`src/rtl/rv32_pkg.sv`:
```
// Shared encodings for the RV32I execute stage: control-field codes, ALU operation enum
// and funct3 constants used by the ALU decode and branch compare.
package rv32_pkg;

  // decode_alu_op encodings
  localparam logic [1:0] AluOpAdd    = 2'b00;
  localparam logic [1:0] AluOpBranch = 2'b01;
  localparam logic [1:0] AluOpFunct3 = 2'b10;

  // decode_result_src encodings (consumed in WB, piped through here)
  localparam logic [1:0] ResultAlu     = 2'b00;
  localparam logic [1:0] ResultLoad    = 2'b01;
  localparam logic [1:0] ResultPcPlus4 = 2'b10;

  // decode_lui_auipc encodings
  localparam logic [1:0] LuiAuipcNone  = 2'b00;
  localparam logic [1:0] LuiAuipcLui   = 2'b01;
  localparam logic [1:0] LuiAuipcAuipc = 2'b10;

  typedef enum logic [3:0] {
    AluAdd,
    AluSub,
    AluAnd,
    AluOr,
    AluXor,
    AluSll,
    AluSrl,
    AluSra,
    AluSlt,
    AluSltu
  } alu_op_e;

  // OP / OP-IMM funct3 values
  localparam logic [2:0] Funct3AddSub = 3'b000;
  localparam logic [2:0] Funct3Sll    = 3'b001;
  localparam logic [2:0] Funct3Slt    = 3'b010;
  localparam logic [2:0] Funct3Sltu   = 3'b011;
  localparam logic [2:0] Funct3Xor    = 3'b100;
  localparam logic [2:0] Funct3SrlSra = 3'b101;
  localparam logic [2:0] Funct3Or     = 3'b110;
  localparam logic [2:0] Funct3And    = 3'b111;

  // Branch funct3 values
  localparam logic [2:0] Funct3Beq  = 3'b000;
  localparam logic [2:0] Funct3Bne  = 3'b001;
  localparam logic [2:0] Funct3Blt  = 3'b100;
  localparam logic [2:0] Funct3Bge  = 3'b101;
  localparam logic [2:0] Funct3Bltu = 3'b110;
  localparam logic [2:0] Funct3Bgeu = 3'b111;

endpackage

```
`src/rtl/rv32_alu.sv`:
```
// Combinational RV32I ALU: result = op(a, b). Shifts use b[4:0]; arithmetic wraps.
module rv32_alu
  import rv32_pkg::*;
#(
  parameter int unsigned XLEN = 32
) (
  input  logic [XLEN-1:0] a,
  input  logic [XLEN-1:0] b,
  input  alu_op_e         op,
  output logic [XLEN-1:0] result
);

  logic [4:0] shamt;
  assign shamt = b[4:0];

  // Operation select
  always_comb begin
    result = '0;
    unique case (op)
      AluAdd:  result = a + b;
      AluSub:  result = a - b;
      AluAnd:  result = a & b;
      AluOr:   result = a | b;
      AluXor:  result = a ^ b;
      AluSll:  result = a << shamt;
      AluSrl:  result = a >> shamt;
      AluSra:  result = $unsigned($signed(a) >>> shamt);
      AluSlt:  result = {{(XLEN-1){1'b0}}, $signed(a) < $signed(b)};
      AluSltu: result = {{(XLEN-1){1'b0}}, a < b};
      default: result = a + b;
    endcase
  end

endmodule

```
`src/rtl/rv32_execute_stage.sv`:
```
// RV32I execute stage: operand bypass, ALU, branch/jump resolution and EX/MEM registers.
// Optional feature macro EXEC_FWD_EN enables the MEM/WB bypass network; without it the
// operands come straight from the register file read data.
module rv32_execute_stage
  import rv32_pkg::*;
#(
  parameter int unsigned XLEN = 32
) (
  input  logic            clk,
  input  logic            rstn,
  input  logic [4:0]      decode_rs1,
  input  logic [4:0]      decode_rs2,
  input  logic [4:0]      decode_rd,
  input  logic [XLEN-1:0] rs_data1,
  input  logic [XLEN-1:0] rs_data2,
  input  logic [XLEN-1:0] decode_imm,
  input  logic [XLEN-1:0] decode_instr_addr,
  input  logic [XLEN-1:0] decode_instr_addr_plus,
  input  logic [1:0]      decode_alu_op,
  input  logic [2:0]      decode_funct3,
  input  logic            decode_funct7b5,
  input  logic            decode_alu_src,
  input  logic [1:0]      decode_lui_auipc,
  input  logic            decode_jump,
  input  logic            decode_jal_src,
  input  logic            decode_branch,
  input  logic            decode_regfile_wr_enable,
  input  logic            decode_datamem_wr_enable,
  input  logic [1:0]      decode_result_src,
  input  logic [4:0]      mem_rd,
  input  logic [4:0]      wb_rd,
  input  logic            mem_regfile_wr_enable,
  input  logic            wb_regfile_wr_enable,
  input  logic [XLEN-1:0] mem_alu_result,
  input  logic [XLEN-1:0] wb_write_data,
  output logic            execute_pc_src,
  output logic            execute_jal_src,
  output logic [XLEN-1:0] jal_instr_addr,
  output logic [XLEN-1:0] jalr_instr_addr,
  output logic [4:0]      execute_rd,
  output logic            execute_regfile_wr_enable,
  output logic            execute_datamem_wr_enable,
  output logic [1:0]      execute_result_src,
  output logic [2:0]      execute_funct3,
  output logic [XLEN-1:0] execute_alu_result,
  output logic [XLEN-1:0] execute_wr_datamem_data,
  output logic [XLEN-1:0] execute_instr_addr_plus
);

  logic [XLEN-1:0] fwd_a, fwd_b, alu_b, alu_out, result, jalr_sum;
  alu_op_e         alu_sel;
  logic            taken;

`ifdef EXEC_FWD_EN
  // Operand bypass: MEM has priority over WB; x0 is never bypassed
  always_comb begin
    fwd_a = rs_data1;
    fwd_b = rs_data2;
    if (mem_regfile_wr_enable && mem_rd == decode_rs1 && decode_rs1 != 5'd0) begin
      fwd_a = mem_alu_result;
    end else if (wb_regfile_wr_enable && wb_rd == decode_rs1 && decode_rs1 != 5'd0) begin
      fwd_a = wb_write_data;
    end
    if (mem_regfile_wr_enable && mem_rd == decode_rs2 && decode_rs2 != 5'd0) begin
      fwd_b = mem_alu_result;
    end else if (wb_regfile_wr_enable && wb_rd == decode_rs2 && decode_rs2 != 5'd0) begin
      fwd_b = wb_write_data;
    end
  end
`else
  // No bypass network: operands are the register file read data
  always_comb begin
    fwd_a = rs_data1;
    fwd_b = rs_data2;
  end

  logic unused_fwd;
  assign unused_fwd = ^{decode_rs1, decode_rs2, mem_rd, wb_rd, mem_regfile_wr_enable,
                        wb_regfile_wr_enable, mem_alu_result, wb_write_data};
`endif

  assign alu_b = decode_alu_src ? decode_imm : fwd_b;

  // ALU operation decode from alu_op / funct3 / funct7b5
  always_comb begin
    alu_sel = AluAdd;
    case (decode_alu_op)
      AluOpAdd:    alu_sel = AluAdd;
      AluOpBranch: alu_sel = AluSub;
      AluOpFunct3: begin
        case (decode_funct3)
          Funct3AddSub: alu_sel = (decode_funct7b5 && !decode_alu_src) ? AluSub : AluAdd;
          Funct3Sll:    alu_sel = AluSll;
          Funct3Slt:    alu_sel = AluSlt;
          Funct3Sltu:   alu_sel = AluSltu;
          Funct3Xor:    alu_sel = AluXor;
          Funct3SrlSra: alu_sel = decode_funct7b5 ? AluSra : AluSrl;
          Funct3Or:     alu_sel = AluOr;
          default:      alu_sel = AluAnd;
        endcase
      end
      default:     alu_sel = AluAdd;
    endcase
  end

  rv32_alu #(
    .XLEN (XLEN)
  ) u_alu (
    .a      (fwd_a),
    .b      (alu_b),
    .op     (alu_sel),
    .result (alu_out)
  );

  // Result mux: LUI / AUIPC bypass the ALU
  always_comb begin
    result = alu_out;
    case (decode_lui_auipc)
      LuiAuipcLui:   result = decode_imm;
      LuiAuipcAuipc: result = decode_instr_addr + decode_imm;
      default:       result = alu_out;
    endcase
  end

  // Branch condition on the bypassed operands; funct3 010/011 never taken
  always_comb begin
    taken = 1'b0;
    case (decode_funct3)
      Funct3Beq:  taken = fwd_a == fwd_b;
      Funct3Bne:  taken = fwd_a != fwd_b;
      Funct3Blt:  taken = $signed(fwd_a) < $signed(fwd_b);
      Funct3Bge:  taken = $signed(fwd_a) >= $signed(fwd_b);
      Funct3Bltu: taken = fwd_a < fwd_b;
      Funct3Bgeu: taken = fwd_a >= fwd_b;
      default:    taken = 1'b0;
    endcase
  end

  assign jalr_sum        = fwd_a + decode_imm;
  assign jalr_instr_addr = jalr_sum & {{(XLEN-1){1'b1}}, 1'b0};
  assign jal_instr_addr  = decode_instr_addr + decode_imm;
  assign execute_pc_src  = decode_jump | (decode_branch & taken);
  assign execute_jal_src = decode_jal_src;

  // EX/MEM pipeline registers; reset turns the slot into a NOP
  always_ff @(posedge clk) begin
    if (!rstn) begin
      execute_rd                <= '0;
      execute_regfile_wr_enable <= 1'b0;
      execute_datamem_wr_enable <= 1'b0;
      execute_result_src        <= '0;
      execute_funct3            <= '0;
      execute_alu_result        <= '0;
      execute_wr_datamem_data   <= '0;
      execute_instr_addr_plus   <= '0;
    end else begin
      execute_rd                <= decode_rd;
      execute_regfile_wr_enable <= decode_regfile_wr_enable;
      execute_datamem_wr_enable <= decode_datamem_wr_enable;
      execute_result_src        <= decode_result_src;
      execute_funct3            <= decode_funct3;
      execute_alu_result        <= result;
      execute_wr_datamem_data   <= fwd_b;
      execute_instr_addr_plus   <= decode_instr_addr_plus;
    end
  end

endmodule

```
`config.mk`:
```
export PLATFORM = sky130hd
export DESIGN_NAME = rv32_execute_stage
export DESIGN_NICKNAME = d
export VERILOG_FILES = /design/src/rtl/rv32_pkg.sv /design/src/rtl/rv32_alu.sv /design/src/rtl/rv32_execute_stage.sv
export SDC_FILE = /design/constraint.sdc
export NUM_CORES = 1
export LEC_CHECK = 0
export CAP_MARGIN = 0
export CELL_PAD_IN_SITES_DETAIL_PLACEMENT = 0
export CELL_PAD_IN_SITES_GLOBAL_PLACEMENT = 1
export CORE_MARGIN = 1
export CORE_UTILIZATION = 37
export DETAILED_ROUTE_END_ITERATION = 10
export PLACE_DENSITY_LB_ADDON = 0.1
export SYNTH_ARGS = -nofsm -noshare
export SYNTH_HDL_FRONTEND = slang
export SYNTH_HIERARCHICAL = 1
export SYNTH_SLANG_ARGS = --single-unit
```
`constraint.sdc`:
```
create_clock -name clk -period 7.7 [get_ports clk]
set_input_delay 2.31 -clock clk [delete_from_list [all_inputs] [get_ports clk]]
set_output_delay 2.31 -clock clk [all_outputs]
set_load 0.01 [all_outputs]
```
; Yosys cells after proc, flatten, opt, wreduce, memory -nomap -nowiden
; Index checks and enable logic that the tools add are counted.
[word_totals]
reg_bits = 108
in_bits = 269
wordCells = 59
output_inout_bits = 174
[op_classes]
n_shift = 3
addsub = 4
muxes = 8
n_reduce_logical = 3
n_lt_le_gt_ge = 6
n_bitwise = 5
n_eq_ne = 22
[ops]
columns = op, count
row1 = case mux 32 bit (9 select lines), 1
row2 = less-than comparator 32 bit, 4
row3 = adder 32 bit, 3
row4 = greater-or-equal comparator 32 bit, 2
row5 = case mux 32 bit (2 select lines), 1
row6 = AND 32 bit, 1
row7 = == test 32 bit, 1
row8 = two-way mux 32 bit, 1
row9 = != test 32 bit, 1
row10 = OR 32 bit, 1
row11 = left shift 32 x 5 -> 32 bit, 1
row12 = right shift 32 x 5 -> 32 bit, 1
row13 = >>> shifter 32 x 5 -> 32 bit, 1
row14 = subtractor 32 bit, 1
row15 = XOR 32 bit, 1
row16 = case mux 4 bit (7 select lines), 1
row17 = "== test 4 x 3 -> 1 bit, second input constant", 4
row18 = "== test 3 bit, second input constant", 4
row19 = "== test 4 x 2 -> 1 bit, second input constant", 2
row20 = "== test 4 bit, second input constant", 2
row21 = case mux 4 bit (2 select lines), 1
row22 = "== test 3 x 2 -> 1 bit, second input constant", 2
row23 = case mux 1 bit (6 select lines), 1
row24 = "== test 2 x 1 -> 1 bit, second input constant", 2
row25 = other kinds (9), 11

; Longest topological paths before layout
[logic_depth]
ltp_word = 8
depth_mapped = 22

; Hierarchy
; Netlist, hierarchy kept.
[by_module_without_submodules]
columns = mod, n_inst, cells_per_inst, area_each_um2
row1 = rv32_alu, 1, 1313, 9208.8
row2 = rv32_execute_stage, 1, 1023, 8246.7

; Worst setup path before layout
; Ideal clock, no wire load.
[synth_path]
kind = input to output
start = input port decode_imm[0]
end = output port jal_instr_addr[30]
setup_slack_ns = 0.746
t_arrival_ns = 4.644
path_stages = 10
cell_sequence = ha_1 fa_1 a211oi_1 o211a_1 or3b_4 nand3b_1 a221o_1 a22o_1 a21oi_1 xnor2_1
[synth_via]
elab_chain_cells = 1
[synth_lines]
columns = element, line
row1 = from (decl), rv32_execute_stage.sv:16  ; input logic [XLEN-1:0] decode_imm,
row2 = adder 32 bit, rv32_execute_stage.sv:141  ; assign jal_instr_addr = decode_instr_addr + decode_imm;
row3 = to (decl), rv32_execute_stage.sv:38  ; output logic [XLEN-1:0] jal_instr_addr,
; No other way between the ends.

; Worst setup path after layout
[layout_path]
start = input port rs_data1[2]
end = output port jalr_instr_addr[17]
[layout_via]
elab_chain_cells = 1
[layout_lines]
columns = element, line
row1 = from (decl), rv32_execute_stage.sv:14  ; input logic [XLEN-1:0] rs_data1,
row2 = adder 32 bit, rv32_execute_stage.sv:139  ; assign jalr_sum = fwd_a + decode_imm;
row3 = to (decl), rv32_execute_stage.sv:39  ; output logic [XLEN-1:0] jalr_instr_addr,
; No other way between the ends.

==> implementation parameters <==
Parameter                              Value

Status
  Outcome ... completed

Setup path
  Critical-path cell with the highest stage delay ... sky130_fd_sc_hd__clkdlybuf4s50_1
  Setup crit end kind ... primary output
  Launching element type of the critical path ... primary input
  Longest individual stage delay on the worst path ... about 0.45 ns
  Critical Setup Path Class ... primary input to primary output
  CP Cell Sequence ... clkdlybuf4s50_1 > ha_1 > buf_4 > a21oi_1 > a21oi_1 > o31ai_1 > nand2b_1 > a221oi_2 > buf_4 > nor3b_1 > a2111oi_1 > xnor2_1 > dlygate4sd2_1
  Worst EP arrival ... between 5 and 6 ns
  Crit path max fanout ... 3
  CP required ... roughly 5.4 ns

Clock network
  Clock tree from TritonCTS ... yes
  Number of H-tree levels ... 3
  Clock sink count ... around 110
  Worst-case clock buffer depth ... 2
  Clock root buffer ... sky130_fd_sc_hd__clkbuf_16
  Clock transition at the registers of the reported paths ... around 0.07 ns
  Number of buffers inserted during clock tree synthesis ... 9

Synthesis
  Library cell occupying the most area in the post-synthesis netlist ... sky130_fd_sc_hd__ha_1
  Seq cells post-synth ... approximately 110
  Share of synthesized flip-flops with an asynchronous set or reset ... 0%
  Multiplexer fraction of the synthesized cell area ... 11.35%
  Post-Synth Adder-Cell Area ... between 10% and 20%
  Synth Net Count ... ~2.8k
  Post-synth EDFFs ... 0
  Post-synthesis compound-gate area fraction ... 30.64%
  Fraction of post-synthesis cell area in the top cell type by area ... approximately 14%
  Top cells by area in the synthesized netlist ... sky130_fd_sc_hd__ha_1 14%, sky130_fd_sc_hd__dfxtp_1 12%, sky130_fd_sc_hd__mux4_2 6.7%
  Simple-Gate Fraction of Synth Area ... between 20% and 30%
  Part of the Yosys area used for sequential elements ... between 10% and 20%
  Fraction of synthesized cell area in xor and xnor cells ... between 2 and 3%
  Largest family of logic cells by synthesized area ... compound AO/OA/AOI/OAI gates
  Number of warnings reported in the yosys synthesis log ... 6
  Leading post-synthesis cells by instance count ... 207 x sky130_fd_sc_hd__nor2_1, 194 x sky130_fd_sc_hd__ha_1, 191 x sky130_fd_sc_hd__a21oi_1
  Mapped cell area ... 17460 um2
  Synth Area per Inst ... around 7.5 um2
  Mapped Cells ... 2336
  Yosys cell types ... 103
  Most instantiated flip-flop cell in the synthesis netlist ... sky130_fd_sc_hd__dfxtp_1
  Most frequently used cell type in the post-synthesis netlist ... sky130_fd_sc_hd__nor2_1

Global route
  Largest net degree at the start of global routing ... 83
  Sum of overflow across all layers after global routing ... 0
  Initial antenna violation count ... 6
  Wire length of the first global-routing pass ... around 130000 um
  Total track usage ... roughly a third
  Number of global-route vias before repair ... around 20k

Power and ir drop
  Power density over the cells ... ~130 nW/um2
  Worst vdd ir ... ~100 uV
  Total Power Consumption ... roughly 0.0032 W
  Leak Pwr ... 10.69 nW

Floorplanning
  Die extent in y ... roughly 220 um
  Core Box Area ... approximately 47000 um2
  Placement row count ... a little under 80
  Die width ... roughly 220 um
  Initial cell density of the core ... between 30% and 40%
  Full die area ... between 40000 and 50000 um2
  # IOs ... between 400 and 500

Routing
  Number of design rule violations left after detail routing ... 0
  Wire length per cell after detailed routing ... between 20 and 25 um
  Number of DRC violations after detailed-routing iteration 0 ... approximately 2.1k
  Vias after detailed routing ... roughly 21k
  First-pass iteration count of the detailed router ... 6
  Per-cell via count in the routed design ... 6.051
  Total wire length after detailed routing ... about 86000 um
  Final antenna-violating net count ... 0

STA
  Final number of hold-violating endpoints ... 0
  Setup repair after global routing missed its margin ... yes
  Min Tclk post-route ... ~7.7 ns
  Slew at the pin closest to its max-slew limit ... between 0.9 and 1 ns
  Highest Clock Rate ... between 100 and 150 MHz
  Part of the cycle the worst path needs ... between 90% and 100%
  Setup violation total in the final timing report ... 0
  Max-slew headroom at the worst pin ... 34.90%
  Max-slew violation total from the final report ... 0

Cells and area
  Final core utilization ... between 50 and 60%
  Multi-input gate area in the final layout ... ~14000 um2
  Non-filler instance count after layout ... between 3k and 4k
  Antenna diode instance count ... 0
  Final layout net count ... around 3.3k
  Filler Cell Count ... ~4.5k
  Share of cells above drive strength 1 ... a little under a fifth
  Post-synthesis to final-layout area growth ... 38.23%
  Area occupied by registers ... roughly 2200 um2

Placement
  GP Congestion ... about 1
  Placed cell count ... 3448
  Number of buffers inserted by port buffering ... ~350
  Half-perimeter wire length after detailed placement ... 70280 um

Flow run
  Maxcap violations ... 0

Worst hold path
  Hold path depth ... 2
  Endpoint of the worst hold path ... execute_instr_addr_plus[16]$_SDFF_PN0_
  Type of the tightest min-delay check ... primary input to flop
  Hold path startpoint ... decode_instr_addr_plus[16]
-- placed cells by master, fill, tap and decap left out, types with 13 or more instances in the layout --
master / instances
sky130_fd_sc_hd__mux2i_1: 46
sky130_fd_sc_hd__o21ai_0: 158
sky130_fd_sc_hd__nand3_1: 51
sky130_fd_sc_hd__o31ai_1: 16
sky130_fd_sc_hd__nand2b_1: 20
sky130_fd_sc_hd__a221o_1: 19
sky130_fd_sc_hd__a21oi_1: 180
sky130_fd_sc_hd__ha_1: 183
sky130_fd_sc_hd__nand2_1: 186
sky130_fd_sc_hd__a21o_1: 48
sky130_fd_sc_hd__a22oi_1: 15
sky130_fd_sc_hd__dfxtp_1: 108
sky130_fd_sc_hd__nor2b_1: 15
sky130_fd_sc_hd__nor2_1: 206
sky130_fd_sc_hd__mux2_2: 24
sky130_fd_sc_hd__clkdlybuf4s50_1: 299
sky130_fd_sc_hd__a221oi_1: 25
sky130_fd_sc_hd__and3_1: 18
sky130_fd_sc_hd__and2_1: 87
sky130_fd_sc_hd__o211a_1: 22
sky130_fd_sc_hd__nor3_1: 46
sky130_fd_sc_hd__xnor2_1: 35
sky130_fd_sc_hd__inv_1: 156
sky130_fd_sc_hd__mux4_2: 52
sky130_fd_sc_hd__xor2_1: 21
sky130_fd_sc_hd__o21bai_1: 28
sky130_fd_sc_hd__nand4_1: 34
sky130_fd_sc_hd__o2111ai_1: 14
sky130_fd_sc_hd__buf_4: 304
sky130_fd_sc_hd__a211oi_1: 38
sky130_fd_sc_hd__o21a_1: 13
sky130_fd_sc_hd__dlymetal6s2s_1: 21
sky130_fd_sc_hd__dlygate4sd2_1: 25
sky130_fd_sc_hd__or3_1: 13
sky130_fd_sc_hd__o211ai_1: 37
sky130_fd_sc_hd__a31oi_1: 28
-- report_power, final --
part | leakage (nW) | switching (W) | total [W] | internal [W]
clock network | 0.155 | 0.000259 | 0.000528 | 0.000269
registers | 0.900 | 0.0000146 | 0.000617 | 0.000602
logic | 9.63 | 0.00118 | 0.00210 | 0.000921
total | 10.7 | 0.00146 | 0.00325 | 0.00179
-- kinds of logic (layout without fill, tap and decap cells) --
kind of cell	after synthesis	in the layout
compound gates	791	791
simple gates	744	744
buf+inv	309	837
fa+ha+maj	198	198
mux	128	128
flops	108	108
xor+xnor	57	57
other cells	1	1
-- routing by layer --
| metal | track usage, % | vias to the layer above | wire length (um) |
|---|---|---|---|
| li1 | - | 9726 | - |
| met1 | 50.25 | 10110 | 39470 |
| met2 | 53.04 | 1010 | 37310 |
| met3 | 5.447 | 143 | 6916 |
| met4 | 10.44 | 10 | 2660 |
| met5 | 0 | - | 55 |
-- worst max path at each step --
stage               slack, ns                  end          start  cells after the start
CTS                     -0.09  jalr_instr_addr[30]    rs_data1[1]                     13
global placement        -0.57  jalr_instr_addr[30]  decode_imm[0]                     13
detailed placement      -0.62  jalr_instr_addr[30]  decode_imm[0]                     13
floorplan                0.75   jal_instr_addr[30]  decode_imm[0]                     10
finish                   0.03  jalr_instr_addr[17]    rs_data1[2]                     13
global route            -0.14  jalr_instr_addr[17]    rs_data1[2]                     13
-- layout make-up --
type,instances,area share (%)
tap,607,3.148
clock buffer,10,0.9905
timing repair buffer,662,24.37
clock inverter,6,0.3319
sequential,108,8.961
multi-input combinational,1919,59.72
inverter,159,2.474
-- worst max-delay path: cells and delay by family --
| family | cells | cell delay, ns |
|---|---|---|
| AOI/OAI and AO/OA | 5 | 1.18 |
| buffers and inverters | 4 | 1.08 |
| adders and majority gates | 1 | 0.33 |
| xor gates and xnor gates | 1 | 0.27 |
| and+or+nand+nor | 2 | 0.18 |
-- sequential cells by signal, summed over array words and instances, names as in the netlist --
| signal | flops |
|---|---|
| execute_wr_datamem_data | 32 |
| execute_result_src | 2 |
| execute_datamem_wr_enable | 1 |
| execute_rd | 5 |
| execute_instr_addr_plus | 32 |
| execute_alu_result | 32 |
| execute_regfile_wr_enable | 1 |
| execute_funct3 | 3 |
-- stage by stage --
step                hold slack (ns)  cell area [um2]  setup TNS, ns  setup WS [ns]
floorplan                     2.432            17460              0         0.7459
global placement              2.879            23400         -8.406        -0.5664
detailed placement            2.885            23400         -9.013        -0.6163
CTS                           2.454            23890        -0.1158       -0.08572
global route                  2.482            24130        -0.1457        -0.1383
finish                        2.476            24130              0        0.03227
-- repair_timing --
item	in CTS	in global routing
setup buffers	5	2
pin swaps	16	12
endpoints found under the setup margin	34	21
gates resized for setup	78	52
hold buffers	0	0
(Power assumes the default switching activity.)
